`src/rtl/router_pkg.sv`:
```
// Shared types for the router source receiver.
// State encoding, FIFO entry layout and address constants.
package router_pkg;

   localparam logic [1:0] ADDR_INVALID = 2'd3;
   localparam int FIFO_DEPTH_DEF = 16;

   typedef enum logic [1:0] {
      IDLE,
      PAYLOAD,
      PARITY,
      DROP
   } rx_state_t;

   typedef struct packed {
      logic [1:0] dest;
      logic       sop;
      logic       eop;
      logic       bad;
      logic [7:0] data;
   } fifo_ent_t;

endpackage

```
`src/rtl/router_src_rx_if.sv`:
```
// Output beat stream of the receiver: entry, valid and ready.
// The FIFO drives the master side, the consumer the slave side.
interface router_src_rx_if;
   import router_pkg::*;

   fifo_ent_t ent;
   logic      valid;
   logic      ready;

   modport master (output ent, output valid, input ready);
   modport slave  (input ent, input valid, output ready);

endinterface

```
`src/rtl/router_rx_fifo.sv`:
```
// Synchronous circular FIFO of payload beats with occupancy count.
// Read data is presented from the storage array once count is non-zero.
module router_rx_fifo
   import router_pkg::*;
#(
   parameter int DEPTH = FIFO_DEPTH_DEF,
   localparam int CW = $clog2(DEPTH + 1)
) (
   input  logic              clk,
   input  logic              resetn,
   input  logic              push,
   input  fifo_ent_t         wdata,
   router_src_rx_if.master   rd,
   output logic [CW-1:0]     count
);

   localparam int AW = (DEPTH > 1) ? $clog2(DEPTH) : 1;

   fifo_ent_t      mem [DEPTH];
   logic [AW-1:0]  wp;
   logic [AW-1:0]  rp;
   logic           full;
   logic           wr;
   logic           rd_en;

   assign full  = (count == CW'(DEPTH));
   assign wr    = push && !full;
   assign rd_en = rd.valid && rd.ready;

   assign rd.valid = (count != '0);
   assign rd.ent   = rd.valid ? mem[rp] : '0;

   always_ff @(posedge clk or negedge resetn) begin
      if (!resetn) begin
         wp    <= '0;
         rp    <= '0;
         count <= '0;
      end else begin
         if (wr)
            wp <= (wp == AW'(DEPTH - 1)) ? '0 : wp + AW'(1);
         if (rd_en)
            rp <= (rp == AW'(DEPTH - 1)) ? '0 : rp + AW'(1);
         unique case ({wr, rd_en})
            2'b10:   count <= count + CW'(1);
            2'b01:   count <= count - CW'(1);
            default: count <= count;
         endcase
      end
   end

   always_ff @(posedge clk) begin
      if (wr)
         mem[wp] <= wdata;
   end

endmodule

```
`src/rtl/router_src_rx.sv`:
```
// Source-side packet receiver: header decode, length/parity check,
// one-entry skid register and output FIFO of tagged payload beats.
module router_src_rx
   import router_pkg::*;
#(
   parameter int FIFO_DEPTH = FIFO_DEPTH_DEF
) (
   input  logic       clk,
   input  logic       resetn,
   input  logic [7:0] data_in,
   input  logic       pkt_valid,
   output logic       busy,
   output logic       err,
   output logic [7:0] dout,
   output logic [1:0] dout_dest,
   output logic       dout_sop,
   output logic       dout_eop,
   output logic       dout_bad,
   output logic       dout_valid,
   input  logic       dout_ready
);

   localparam int CW = $clog2(FIFO_DEPTH + 1);

   rx_state_t      state;
   rx_state_t      state_nx;
   logic [5:0]     cnt;
   logic [7:0]     par;
   logic [1:0]     dest_q;
   logic           first;
   logic           hold_vld;
   logic           hold_sop;
   logic [7:0]     hold_data;
   logic [CW-1:0]  fcount;
   logic           accept;
   logic           push;
   logic           bad_now;
   fifo_ent_t      push_ent;
   logic [5:0]     hdr_len;
   logic [1:0]     hdr_dest;

   router_src_rx_if ob ();

   router_rx_fifo #(
      .DEPTH (FIFO_DEPTH)
   ) u_fifo (
      .clk    (clk),
      .resetn (resetn),
      .push   (push),
      .wdata  (push_ent),
      .rd     (ob),
      .count  (fcount)
   );

   assign ob.ready   = dout_ready;
   assign dout       = ob.ent.data;
   assign dout_dest  = ob.ent.dest;
   assign dout_sop   = ob.ent.sop;
   assign dout_eop   = ob.ent.eop;
   assign dout_bad   = ob.ent.bad;
   assign dout_valid = ob.valid;

   // One slot of headroom is kept for the byte still in the skid register.
   assign busy     = (fcount >= CW'(FIFO_DEPTH - 1));
   assign accept   = !busy && ((state != IDLE) || pkt_valid);
   assign hdr_len  = data_in[7:2];
   assign hdr_dest = data_in[1:0];

   always_ff @(posedge clk or negedge resetn) begin
      if (!resetn)
         state <= IDLE;
      else
         state <= state_nx;
   end

   always_comb begin
      state_nx = state;
      push     = 1'b0;
      bad_now  = (par != data_in) || pkt_valid;
      push_ent = '{dest: dest_q, sop: hold_sop, eop: 1'b0,
                   bad: 1'b0, data: hold_data};
      if (accept) begin
         unique case (state)
            IDLE: begin
               if (hdr_dest == ADDR_INVALID)
                  state_nx = DROP;
               else if (hdr_len == 6'd0)
                  state_nx = PARITY;
               else
                  state_nx = PAYLOAD;
            end
            PAYLOAD: begin
               push = hold_vld;
               // Early pkt_valid drop: this byte closes the packet as bad.
               if (!pkt_valid) begin
                  push_ent.eop = 1'b1;
                  push_ent.bad = 1'b1;
                  state_nx     = IDLE;
               end else if (cnt == 6'd1) begin
                  state_nx = PARITY;
               end
            end
            PARITY: begin
               push         = hold_vld;
               push_ent.eop = 1'b1;
               push_ent.bad = bad_now;
               state_nx     = IDLE;
            end
            DROP: begin
               if (cnt == 6'd0)
                  state_nx = IDLE;
            end
         endcase
      end
   end

   always_ff @(posedge clk or negedge resetn) begin
      if (!resetn) begin
         cnt       <= '0;
         par       <= '0;
         dest_q    <= '0;
         first     <= 1'b0;
         hold_vld  <= 1'b0;
         hold_sop  <= 1'b0;
         hold_data <= '0;
         err       <= 1'b0;
      end else if (accept) begin
         unique case (state)
            IDLE: begin
               par      <= data_in;
               cnt      <= hdr_len;
               dest_q   <= hdr_dest;
               first    <= 1'b1;
               hold_vld <= 1'b0;
               err      <= 1'b0;
            end
            PAYLOAD: begin
               if (pkt_valid) begin
                  par       <= par ^ data_in;
                  cnt       <= cnt - 6'd1;
                  hold_data <= data_in;
                  hold_sop  <= first;
                  hold_vld  <= 1'b1;
                  first     <= 1'b0;
               end else begin
                  cnt      <= '0;
                  hold_vld <= 1'b0;
                  err      <= 1'b1;
               end
            end
            PARITY: begin
               hold_vld <= 1'b0;
               err      <= bad_now;
            end
            DROP: begin
               if (cnt == 6'd0)
                  err <= 1'b1;
               else
                  cnt <= cnt - 6'd1;
            end
         endcase
      end
   end

endmodule

```
`config.mk`:
```
export PLATFORM = sky130hd
export DESIGN_NAME = router_src_rx
export DESIGN_NICKNAME = d
export VERILOG_FILES = /design/src/rtl/router_pkg.sv /design/src/rtl/router_src_rx_if.sv /design/src/rtl/router_rx_fifo.sv /design/src/rtl/router_src_rx.sv
export SDC_FILE = /design/constraint.sdc
export NUM_CORES = 1
export LEC_CHECK = 0
export CAP_MARGIN = 10
export CORE_MARGIN = 3
export CORE_UTILIZATION = 35
export CTS_CLUSTER_DIAMETER = 120
export DETAILED_ROUTE_END_ITERATION = 8
export PLACE_DENSITY_LB_ADDON = 0.25
export SYNTH_ARGS = -nofsm -noshare
export SYNTH_HDL_FRONTEND = slang
export SYNTH_HIERARCHICAL = 1
export SYNTH_SLANG_ARGS = --single-unit
```
`constraint.sdc`:
```
create_clock -name clk -period 3.5 [get_ports clk]
set_clock_uncertainty 0.05 [all_clocks]
set_input_delay 0.875 -clock clk [delete_from_list [all_inputs] [get_ports clk]]
set_output_delay 0.875 -clock clk [all_outputs]
set_load 0.1 [all_outputs]
```
==> run metrics <==
outcome completed; drc violations 0; first-pass GRT wire length 35000 um; Die W 179 um; HPWL Detailed 14500 um; starting density of the core 35.9%; register area 7330 um^2; Post-synth top flop edfxtp_1; row count 62; RSZ-0062 raised after global routing false; Hold WC Path Type input pin to async pin; adder-cell share of the synthesized area 2.15%; Worst-Skew Late Latency 540 ps; vias in the first global route 6007; Placer Congestion 0.829; maximum VDD drop 0.567 mV; Final Critical Period 3390 ps; total gr overflow 0; main combinational cell family by area after synthesis multiplexers; largest net degree at the start of global routing 44; Slew headroom 34.3%; setup TNS 0 ps; cts bufs inserted 27; post-route clock period utilization 96.8%; Tightest Pin Transition 985 ps; dpl ws -56.6 ps; XOR/XNOR Fraction of Synth Area 1.93%; CP Launch Type flop; clock tree buffer depth 3; met2 usage 24.3%; Final nets 701; Ports 28; Post-synth EDFFs 208; synthesized flop and latch total 251; Post-Syn Area 10500 um^2; Slew Limit Fails 0; depth of the CTS H-tree 1; Total Routing Usage GR 14.3%; Final WS setup 111 ps; Yosys cell types 53; starting DRC count in detailed routing 342; CP Class flop to output port; Final Setup Violations 0; sequential area share after synthesis 70.0%; Power Density 939 nW/um^2; area delta synth->final 19.1%; Post-Syn Nets 623; mux contribution to synthesized area 14.0%; Synth Area in Compound Gates 5.31%; grt met1 use 19.3%; final hold vios 0; Via density 5.14; FMAX 295 MHz; initial antenna violation count 0; diode count 0; Synth async-reset ratio 17.1%; share of cells above drive strength 1 27.5%; Die Ht 179 um; Gate Count Post-Synth 593; critical path fanouts, max 27; CTS tree done; kind of capture point of the worst setup path output port; multi-input logic area 2950 um^2; via count 5528; grt met3 use 2.01%; DR pass1 iterations 4; Synth Area in Simple Gates 4.62%; YS warnings 6; Reg clk slew, reported paths 60 ps; Clock Sinks 251; Routed WL 21800 um; DR WL/cell 20.2 um; Arrival @ worst endpoint 2460 ps; Post-Syn Area per Cell 17.6 um^2; Antenna Violating Nets Remaining 0; area of the core 29100 um^2; Root Driver clkbuf_16; die area 32000 um^2; data required time of the critical path 2570 ps; Fill cells 2551; IO buf count 27; max_cap viols 0; Static Leak 0.00429 uW; GR peak layer met2
-- synthesized netlist by cell type, types with 2 or more instances --
master,count,area share [%]
a31oi_1,3,0.18
edfxtp_1,208,60
a22oi_1,14,1.0
a21oi_2,2,0.17
inv_2,2,0.072
xnor2_1,11,0.92
mux4_2,52,11
nor4_4,2,0.41
a21oi_1,17,0.81
buf_1,3,0.11
nor2_1,30,1.1
buf_4,3,0.22
nand4_1,2,0.12
ha_1,18,2.2
clkbuf_1,7,0.25
dfrtp_1,43,10
nand3_1,7,0.34
buf_2,9,0.43
o21ai_0,10,0.48
a21o_1,5,0.36
inv_1,11,0.39
a311oi_1,2,0.17
mux2_2,13,1.4
nand2_1,34,1.2
mux2i_1,13,1.2
nor3_1,6,0.29
and3_1,2,0.12
a211oi_1,2,0.14
buf_6,5,0.54
xor2_1,12,1.0
o21ai_1,18,0.86
nand2b_1,6,0.36
-- layout make-up --
type	count	share of cell area, %
sequential	251	58.9
multi-input combinational	302	23.7
timing repair buffer	76	6.43
clock buffer	31	5.55
tap	384	3.86
clock inverter	18	1.19
inverter	13	0.392
-- final timing paths --
check / from / endpoint / slack [ps] / cells after the start
max in group asynchronous: resetn / u_fifo/rp[1]$_DFFE_PN0P_ / 2220 / 1
worst min-delay path: resetn / cnt[0]$_DFFE_PN0P_ / 450 / 1
min in group clk: hold_vld$_DFFE_PN0P_ / hold_vld$_DFFE_PN0P_ / 460 / 2
worst min register to register: hold_vld$_DFFE_PN0P_ / hold_vld$_DFFE_PN0P_ / 460 / 2
worst max-delay path: u_fifo/rp[0]$_DFFE_PN0P_ / dout_bad / 110 / 6
worst max register to register: u_fifo/count[1]$_DFFE_PN0P_ / u_fifo/count[4]$_DFFE_PN0P_ / 460 / 12
-- metrics by stage --
| stage | utilization [%] | cells | hold WS, ps | cell area, um^2 | total power [uW] |
|---|---|---|---|---|---|
| finish | 42.8 | 1075 | 455 | 12500 | 11700 |
| global route | 42.8 | 1075 | 485 | 12500 | 12300 |
| CTS | 42.7 | 1075 | 466 | 12400 | 11800 |
| detailed placement | 39.8 | 1023 | 453 | 11600 | 9100 |
| global placement | 39.8 | 1023 | 433 | 11600 | 8980 |
| floorplan | - | 593 | 411 | 10500 | 7480 |
-- cell families (layout without fill, tap and decap cells) --
| logic type | Yosys count | in the layout |
|---|---|---|
| compound gates | 84 | 84 |
| flops | 251 | 251 |
| fa+ha+maj | 18 | 18 |
| simple gates | 98 | 98 |
| mux | 79 | 79 |
| xor+xnor | 23 | 23 |
| buf+inv | 40 | 138 |
-- layout by cell type (no fill, tap or decap), drive strengths merged, types with 2 or more instances in the layout --
| cell | Yosys | layout |
|---|---|---|
| mux2i | 13 | 13 |
| buf | 20 | 66 |
| edfxtp | 208 | 208 |
| clkdlybuf4s50 | 0 | 10 |
| and3 | 2 | 2 |
| a21o | 5 | 5 |
| a31oi | 3 | 3 |
| o41ai | 2 | 2 |
| xor2 | 12 | 12 |
| nor2 | 31 | 31 |
| xnor2 | 11 | 11 |
| clkinv | 0 | 14 |
| o21ai | 28 | 28 |
| a21oi | 19 | 19 |
| a311oi | 2 | 2 |
| clkbuf | 7 | 31 |
| bufinv | 0 | 2 |
| mux4 | 52 | 52 |
| nand4 | 2 | 2 |
| nand2b | 6 | 6 |
| dfrtp | 43 | 43 |
| inv | 13 | 14 |
| nor4 | 2 | 2 |
| a211oi | 3 | 3 |
| mux2 | 14 | 14 |
| nand3 | 8 | 8 |
| a22oi | 14 | 14 |
| nand2 | 35 | 35 |
| ha | 18 | 18 |
| nor3 | 6 | 6 |
-- timing repair --
item,4_1_cts,5_1_grt
endpoints found under the setup margin,12,5
hold buffers,0,0
gates cloned,0,0
pin swaps,0,0
setup buffers,3,0
hold endpoints to repair,0,0
gates resized for setup,0,4
-- worst max-delay path, cell delays in order, from the launching register on --
cell and delay, ps:
dfrtp_4 450, buf_16 240, buf_12 190, mux4_2 500
mux2i_1 180, o21ai_1 130, buf_12 200
-- routing by layer --
metal | up-vias | wire [um]
li1 | 2492 | -
met1 | 2896 | 9490
met2 | 105 | 10900
met3 | 35 | 839
met4 | 0 | 499
met5 | - | 0
-- where the power goes --
part	internal [uW]	leakage, uW	switching [uW]	total (uW)
registers	3860	0.00240	585	4440
logic	1830	0.00148	2760	4580
clock network	1560	0.000412	1110	2670
total	7240	0.00429	4450	11700
-- sequential cells by signal, indices dropped and copies added, names as in the netlist --
signal / cells
par: 8
first: 1
hold_vld: 1
hold_sop: 1
dest_q: 2
err: 1
cnt: 6
u_fifo/rp: 4
hold_data: 8
state: 2
u_fifo/wp: 4
u_fifo/mem: 208
u_fifo/count: 5
Note: power is estimated with default switching activity, not from simulation.
